===== src/rtl/uart_cmd_bridge.sv =====
// Serial debug bridge: polls a UART register port, parses "Waaaadddddddd\r" / "Raaaa\r"
// lines and performs one 32-bit host access per line, answering through the UART TX FIFO.
module uart_cmd_bridge #(
    parameter logic [3:0] STAT_ADDR = 4'h0,
    parameter logic [3:0] RXD_ADDR  = 4'h1,
    parameter logic [3:0] TXD_ADDR  = 4'h1,
    parameter int         RXE_BIT   = 0,
    parameter int         TXF_BIT   = 1,
    parameter int         TIMEOUT   = 1024
) (
    input  logic        app_clk,
    input  logic        reset,
    output logic        u_reg_cs,
    output logic        u_reg_wr,
    output logic [3:0]  u_reg_addr,
    output logic [7:0]  u_reg_wdata,
    output logic        u_reg_be,
    input  logic [7:0]  u_reg_rdata,
    input  logic        u_reg_ack,
    output logic        h_req,
    output logic        h_wr,
    output logic [15:0] h_addr,
    output logic [31:0] h_wdata,
    input  logic [31:0] h_rdata,
    input  logic        h_ack
);
    localparam logic [7:0] CR = 8'h0D;
    localparam logic [7:0] LF = 8'h0A;

    typedef enum logic [2:0] {RX_STAT, RX_DATA, PARSE, HOST, RESP, TX_STAT, TX_DATA} state_t;
    typedef enum logic [1:0] {R_WOK, R_ROK, R_ERR, R_TMO} resp_t;

    state_t      state;
    resp_t       resp;
    logic [7:0]  ch;
    logic [3:0]  cnt;
    logic        err;
    logic        cmd_wr;
    logic [15:0] addr_sr;
    logic [31:0] data_sr;
    logic [15:0] timer;
    logic [31:0] rdata_q;
    logic [3:0]  idx;

    logic        hex_ok;
    logic [3:0]  nib;
    logic        expect_cr;
    logic [3:0]  resp_len;
    logic [31:0] rsh;
    logic [7:0]  tx_char;

    assign u_reg_be  = u_reg_cs;
    assign expect_cr = cmd_wr ? (cnt == 4'd13) : (cnt == 4'd5);
    assign resp_len  = (resp == R_ROK) ? 4'd10 : 4'd3;
    assign rsh       = rdata_q << {idx[2:0], 2'b00};

    always_comb begin
        hex_ok = 1'b1;
        nib    = 4'h0;
        if (ch >= 8'h30 && ch <= 8'h39)
            nib = ch[3:0];
        else if ((ch >= 8'h41 && ch <= 8'h46) || (ch >= 8'h61 && ch <= 8'h66))
            nib = ch[3:0] + 4'd9;
        else
            hex_ok = 1'b0;
    end

    // The last two characters of every response are CR LF; the body depends on the outcome.
    always_comb begin
        tx_char = LF;
        if (idx == resp_len - 4'd1)
            tx_char = LF;
        else if (idx == resp_len - 4'd2)
            tx_char = CR;
        else begin
            case (resp)
                R_WOK:   tx_char = 8'h4B;
                R_ERR:   tx_char = 8'h3F;
                R_TMO:   tx_char = 8'h54;
                default: tx_char = (rsh[31:28] < 4'd10) ? {4'h3, rsh[31:28]}
                                                       : 8'h37 + {4'h0, rsh[31:28]};
            endcase
        end
    end

    always_ff @(posedge app_clk) begin
        if (reset) begin
            state       <= RX_STAT;
            resp        <= R_WOK;
            u_reg_cs    <= 1'b0;
            u_reg_wr    <= 1'b0;
            u_reg_addr  <= 4'h0;
            u_reg_wdata <= 8'h00;
            h_req       <= 1'b0;
            h_wr        <= 1'b0;
            h_addr      <= 16'h0;
            h_wdata     <= 32'h0;
            ch          <= 8'h00;
            cnt         <= 4'd0;
            err         <= 1'b0;
            cmd_wr      <= 1'b0;
            addr_sr     <= 16'h0;
            data_sr     <= 32'h0;
            timer       <= 16'h0;
            rdata_q     <= 32'h0;
            idx         <= 4'd0;
        end else begin
            case (state)
                RX_STAT, TX_STAT: begin
                    // cs drops on the ack edge, so the re-issue below leaves one idle cycle
                    if (!u_reg_cs) begin
                        u_reg_cs   <= 1'b1;
                        u_reg_wr   <= 1'b0;
                        u_reg_addr <= STAT_ADDR;
                    end else if (u_reg_ack) begin
                        u_reg_cs <= 1'b0;
                        if (state == RX_STAT && !u_reg_rdata[RXE_BIT])
                            state <= RX_DATA;
                        else if (state == TX_STAT && !u_reg_rdata[TXF_BIT])
                            state <= TX_DATA;
                    end
                end
                RX_DATA: begin
                    if (!u_reg_cs) begin
                        u_reg_cs   <= 1'b1;
                        u_reg_wr   <= 1'b0;
                        u_reg_addr <= RXD_ADDR;
                    end else if (u_reg_ack) begin
                        u_reg_cs <= 1'b0;
                        ch       <= u_reg_rdata;
                        state    <= PARSE;
                    end
                end
                PARSE: begin
                    if (ch == LF && cnt == 4'd0 && !err) begin
                        state <= RX_STAT;
                    end else if (ch == CR) begin
                        cnt <= 4'd0;
                        err <= 1'b0;
                        if (!err && cnt != 4'd0 && expect_cr) begin
                            state   <= HOST;
                            h_req   <= 1'b1;
                            h_wr    <= cmd_wr;
                            h_addr  <= addr_sr;
                            h_wdata <= data_sr;
                            timer   <= 16'h0;
                        end else begin
                            resp  <= R_ERR;
                            state <= RESP;
                        end
                    end else begin
                        state <= RX_STAT;
                        if (!err) begin
                            if (cnt == 4'd0) begin
                                if (ch == 8'h57 || ch == 8'h77) begin
                                    cmd_wr <= 1'b1;
                                    cnt    <= 4'd1;
                                end else if (ch == 8'h52 || ch == 8'h72) begin
                                    cmd_wr <= 1'b0;
                                    cnt    <= 4'd1;
                                end else
                                    err <= 1'b1;
                            end else if (expect_cr || !hex_ok) begin
                                err <= 1'b1;
                            end else begin
                                cnt <= cnt + 4'd1;
                                if (cnt <= 4'd4)
                                    addr_sr <= {addr_sr[11:0], nib};
                                else
                                    data_sr <= {data_sr[27:0], nib};
                            end
                        end
                    end
                end
                HOST: begin
                    if (h_ack) begin
                        rdata_q <= h_rdata;
                        h_req   <= 1'b0;
                        resp    <= h_wr ? R_WOK : R_ROK;
                        state   <= RESP;
                    end else if (timer == 16'(TIMEOUT - 1)) begin
                        h_req <= 1'b0;
                        resp  <= R_TMO;
                        state <= RESP;
                    end else
                        timer <= timer + 16'd1;
                end
                RESP: begin
                    idx   <= 4'd0;
                    state <= TX_STAT;
                end
                TX_DATA: begin
                    if (!u_reg_cs) begin
                        u_reg_cs    <= 1'b1;
                        u_reg_wr    <= 1'b1;
                        u_reg_addr  <= TXD_ADDR;
                        u_reg_wdata <= tx_char;
                    end else if (u_reg_ack) begin
                        u_reg_cs <= 1'b0;
                        u_reg_wr <= 1'b0;
                        if (idx == resp_len - 4'd1)
                            state <= RX_STAT;
                        else begin
                            idx   <= idx + 4'd1;
                            state <= TX_STAT;
                        end
                    end
                end
                default: state <= RX_STAT;
            endcase
        end
    end
endmodule


===== config.mk =====
export PLATFORM = sky130hd
export DESIGN_NAME = uart_cmd_bridge
export DESIGN_NICKNAME = d
export VERILOG_FILES = /design/src/rtl/uart_cmd_bridge.sv
export SDC_FILE = /design/constraint.sdc
export NUM_CORES = 1
export LEC_CHECK = 0
export ABC_AREA = 0
export CAP_MARGIN = 5
export CELL_PAD_IN_SITES_DETAIL_PLACEMENT = 1
export CELL_PAD_IN_SITES_GLOBAL_PLACEMENT = 2
export CORE_UTILIZATION = 29
export DETAILED_ROUTE_END_ITERATION = 6
export GPL_TIMING_DRIVEN = 0
export PLACE_DENSITY_LB_ADDON = 0.3
export SKIP_CTS_REPAIR_TIMING = 1
export SLEW_MARGIN = 5
export SYNTH_ARGS = -nofsm -noshare
export SYNTH_HDL_FRONTEND = slang
export SYNTH_SLANG_ARGS = --single-unit

===== constraint.sdc =====
create_clock -name app_clk -period 2.55 [get_ports app_clk]
set_input_delay 0.765 -clock app_clk [delete_from_list [all_inputs] [get_ports app_clk]]
set_output_delay 0.765 -clock app_clk [all_outputs]
set_load 0.02 [all_outputs]

* Word level (Yosys, flattened, before mapping)
Index checks and enable logic that the tools add are counted.
Storage, ports and cells: register bits 183, bits of input ports 44, output and inout bits 65, word-level logic and storage cells 201
Cells by class: $add $sub $neg 7, magnitude comparators 8, equality and inequality tests 42, shifts and indexed selects 1, mux-type cells 71, bitwise logic cells 7, reductions and logical operators 46
Operators with widths (count):
- 16-bit 2-to-1 mux | 5
- 4-bit 2-to-1 mux | 14
- 3-bit 2-to-1 mux | 14
- 8-bit by 7-bit == test with 1-bit output (second input constant) | 4
- 2-bit != test (second input constant) | 16
- 16-bit case mux with 2 select lines | 1
- 32-bit by 5-bit left shift with 32-bit output | 1
- 1-bit 2-to-1 mux | 22
- 7-bit 2-to-1 mux | 3
- 7-bit case mux with 3 select lines | 1
- 3-bit case mux with 6 select lines | 1
- 16-bit by 1-bit adder with 16-bit output (second input constant) | 1
- 16-bit by 10-bit == test with 1-bit output (second input constant) | 1
- 8-bit by 4-bit == test with 1-bit output (second input constant) | 2
- 8-bit by 7-bit greater-or-equal comparator with 1-bit output (second input constant) | 2
- 8-bit by 7-bit less-or-equal comparator with 1-bit output (second input constant) | 2
- 4-bit case mux with 2 select lines | 2
- 5-bit AND reduction | 3
- 7-bit AND reduction | 2
- 3-bit != test (second input constant) | 4
- 6-bit AND reduction | 2
- 2-bit 2-to-1 mux | 5
- 2-bit nonzero test | 5
- 3-bit == test (second input constant) | 3
- other kinds (35) | 66

* Longest topological paths before layout
depth after elaboration 11, depth in mapped cells 10, gate-level depth less buffers 8

* Worst setup path before layout
Ideal clock, no wire load.
path type reg-to-reg, start point reg idx[0], end point reg u_reg_wdata[6], library setup time 128 ps, data arrival time 2385 ps, required time 2422 ps, slack 37 ps, cell stages (with the launch flop) 10, path buffers 2, clock period less this slack 2513 ps, cells stage by stage dfxtp_1 -> clkbuf_1 -> clkbuf_1 -> mux4_2 -> mux2i_1 -> ha_1 -> o21ai_0 -> o2bb2ai_1 -> a22oi_1 -> nor2_1
Between the ends: longest elaborated chain between the ends 6, elaborated cells between the ends (all ways) 9, those cells by class add/sub (1); order compare (1); eq/ne (2); shift (1); mux (4)
RTL lines:
- from (decl) | line 43 | logic [3:0] idx;
- from (signal assigned) | line 204 | idx <= idx + 4'd1;
- 32-bit by 5-bit left shift with 32-bit output | line 55 | assign rsh = rdata_q << {idx[2:0], 2'b00};
- 6-bit by 4-bit adder with 7-bit output or 4-bit less-than comparator (tied branches) | line 81, 80
- 7-bit 2-to-1 mux | line 80 | default: tx_char = (rsh[31:28] < 4'd10) ? {4'h3, rsh[31:28]}
- 7-bit case mux with 3 select lines | line 76 | case (resp)
- 7-bit 2-to-1 mux | line 73 | else if (idx == resp_len - 4'd2)
- 7-bit 2-to-1 mux * | line 71 | if (idx == resp_len - 4'd1)
- to (signal assigned) | line 197 | u_reg_wdata <= tx_char;
- to (decl) | line 16 | output logic [7:0] u_reg_wdata,
Every way passes the cells marked *; elsewhere a longest branch is shown, timed or not. A chain may end at the register's enable or synchronous reset.

* Worst setup path after layout
start point reg ch[5], end point reg timer[2]
Between the ends: longest elaborated chain between the ends 5, elaborated cells between the ends (all ways) 7, those cells by class eq/ne (4); reduce/logical (3)
RTL lines:
- from (decl) | line 35 | logic [7:0] ch;
- from (signal assigned) | line 130 | ch <= u_reg_rdata;
- 8-bit by 4-bit == test with 1-bit output | line 135 | if (ch == LF && cnt == 4'd0 && !err) begin
- 1-bit logical AND (2 in a row) | line 135
- 2-bit != test (no source line)
- 6-bit AND reduction (no source line) *
- to (signal assigned) | line 186 | timer <= timer + 16'd1;
- to (decl) | line 41 | logic [15:0] timer;
Marks and branches as above.

==> flow_summary.toml <==
[worst_setup_path]
cp_top_family = "simple AND/OR/NAND/NOR gates"
critPathBufInv = 1
start_kind = "flip-flop"
arrival_ns = 2.76
startpoint = "ch[5]"
worstSetupEndpoint = "timer[2]"
r2r_end = "timer[2]"
cp_max_fo = 10
cp.depth = 7
critPathMaxStageDelay_ns = 0.60
required_ns = 2.88
end_kind = "flip-flop"
worstSetupPathType = "reg -> reg"
reg2reg_depth = 7
rr_startpoint = "ch[5]"
r2r_slack_ns = 0.12
crit_path_cell_trace = "or4b_4 > nor4_4 > nand2_2 > nand2_1 > buf_2 > nor2_1 > a31o_1"
crit_slowest_cell = "or4b_4"

[layout]
nets = 1119
drive_gt1_share_pct = 9.68
final_cell_mix = "nand2_1, dfxtp_1, a21oi_1"
multiInputGateArea_mm2 = 0.00382
instances_no_fill = 1404
seq_area_mm2 = 0.00359
nFillCells = 3041
utilization_pct = 38.7
final_common_cell = "nand2_1"
antennaDiodeCount = 0
stdcell_area_mm2 = 0.00985
syn_to_final_growth_pct = 29.1

[timing]
period_share_pct = 95.3
tightest_slew_ns = 0.675
finalHoldViolCount = 0
setup_ws_ns = 0.120
relSlewSlack_pct = 53.8
final_max_slew_viol_count = 0
fin_tns_setup_ns = 0
skew_ns = 0.0138
max_freq_ghz = 0.411
period_needed_ns = 2.43
grt_setup_unrepaired = "true"
setup_viol = 0
worst_hold_slack_ns = 0.447

[pwr]
p_per_area_mw_per_mm2 = 643
power_mw = 6.33
leakage_nw = 3.24
vdd_drop_max_uv = 351

[detailed_routing]
drtAntennaViolNets = 0
first_pass_iters = 4
wl_per_cell_um = 15.8
drtIter0Drc = 306
vias = 6825
drc = 0
wl_mm = 22.2
viasPerCell = 4.86

[place]
dpl_cell_area_mm2 = 0.00908
place_inst = 1367
dp_hpwl_mm = 16.5
gp_congestion = 0.784
preCtsSetupSlack_ns = -0.586
port_buffers = 103

[floorplanning]
start_util_pct = 29.9
core_area_mm2 = 0.0255
die_y_um = 164
dieArea_mm2 = 0.0269
num_io_pins = 109
die_w_um = 164
fp-row-count = 58

[run]
cap_viol_max_count = 0

[logic_synthesis]
syn_inst = 931
synth-seq-cells = 179
synth_cell_types = 66
synth_edf_count = 0
ys_seq_area_share_pct = 47.0
synth_area_per_cell_um2 = 8.19
synth_area_mm2 = 0.00762
yosys_warnings = 0
synthFlopType = "dfxtp_1"
async_reset_ff_share_pct = 0

[min_path]
hp-class = "reg -> reg"

[clocking]
insertion_delay_ns = 0.43
root_buffer = "clkbuf_16"
cts_tree = "yes"
clockBufferDepth = 2
clk_pin_slew_ns = 0.07
cts_num_sinks = 179
h-tree-depth = 4
cts_buffers = 17

[status]
run_status = "finished clean"

[grt]
first_global_vias = 6807
grt_max_degree = 17
grt_first_pass_wirelength_mm = 35.3
grtUsageTotal_pct = 16.9
antenna_found_initial = 0
grt_overflow_total = 0
power by group:
group | internal, mW | switching [mW]
logic | 0.309 | 0.519
clock network | 1.33 | 1.21
registers | 2.86 | 0.103
total | 4.50 | 1.83
Yosys cell counts (all sizes together), types with 2 or more instances:
library cell | count | share of area [%]
mux2i | 27 | 3.5
nand4b | 2 | 0.23
a31oi | 3 | 0.25
a21o | 5 | 0.49
a2111oi | 3 | 0.43
o41ai | 2 | 0.23
mux4 | 8 | 2.4
and2 | 8 | 0.66
nor3 | 12 | 0.94
or2 | 2 | 0.16
a32oi | 2 | 0.23
nor4 | 2 | 0.16
xnor2 | 5 | 0.57
nand3 | 16 | 1.1
ha | 14 | 2.3
dfxtp | 179 | 47
clkbuf | 50 | 2.5
nand4 | 5 | 0.41
and3 | 7 | 0.57
a31o | 2 | 0.23
inv | 19 | 0.94
buf | 14 | 1.2
and4 | 3 | 0.34
or4b | 3 | 0.44
a22oi | 3 | 0.30
a21oi | 141 | 9.3
or3b | 2 | 0.23
or4 | 4 | 0.39
xor2 | 2 | 0.23
o21ai | 23 | 1.5
nor2 | 57 | 2.8
o31ai | 3 | 0.30
a221oi | 3 | 0.34
nand2 | 249 | 12
nor3b | 2 | 0.20
or3 | 10 | 0.82
mux2 | 2 | 0.30
a311oi | 2 | 0.31
a211oi | 14 | 1.4
nand2b | 5 | 0.41
how the worst min path moves through the flow:
stage                            from          end  depth (start not counted)
after floorplan           addr_sr[12]   h_addr[12]                          2
after global placement    rdata_q[19]  rdata_q[19]                          2
after detailed placement  addr_sr[14]   h_addr[14]                          2
after CTS                 addr_sr[14]   h_addr[14]                          2
after global routing       rdata_q[2]   rdata_q[2]                          2
final                     addr_sr[14]   h_addr[14]                          2
cell type report:
type | count | share of cell area, %
Multi-Input combinational cell | 672 | 38.8
Sequential cell | 179 | 36.5
Timing Repair Buffer | 110 | 11.0
Clock buffer | 21 | 4.68
Tap cell | 330 | 4.19
Buffer | 62 | 3.09
Clock inverter | 11 | 0.978
Inverter | 19 | 0.724
tightest hold or removal path, stage by stage, from the launching register on:
cell     delay, ns
dfxtp_1       0.31
nand2_1       0.05
a21oi_1       0.05
logic make-up after synthesis:
logic type	Yosys count	share of synthesized area [%]
fa+ha+maj	14	2.30
mux	37	6.20
xor+xnor	7	0.804
flops	179	47.0
compound gates	217	16.5
simple gates	393	22.5
buf+inv	83	4.58
other cells	1	0.0492
state kept, by name (all words and copies together), names as in the netlist:
name / flops
data_sr: 32
h_wdata: 32
rdata_q: 32
addr_sr: 16
h_addr: 16
timer: 16
ch: 8
u_reg_wdata: 7
cnt: 4
idx: 4
state: 3
resp: 2
cmd_wr: 1
err: 1
h_req: 1
h_wr: 1
u_reg_addr: 1
u_reg_be: 1
u_reg_wr: 1
metal layers:
metal  global-route usage (%)  routed length [µm]  vias to the layer above
met4                     4.50                 195                        0
met5                        0                   0                        -
met3                     2.85                 565                       13
li1                         -                   -                     3449
met2                     29.3               10900                       88
met1                     21.5               10500                     3275
Power figures use the tool's default switching activity.
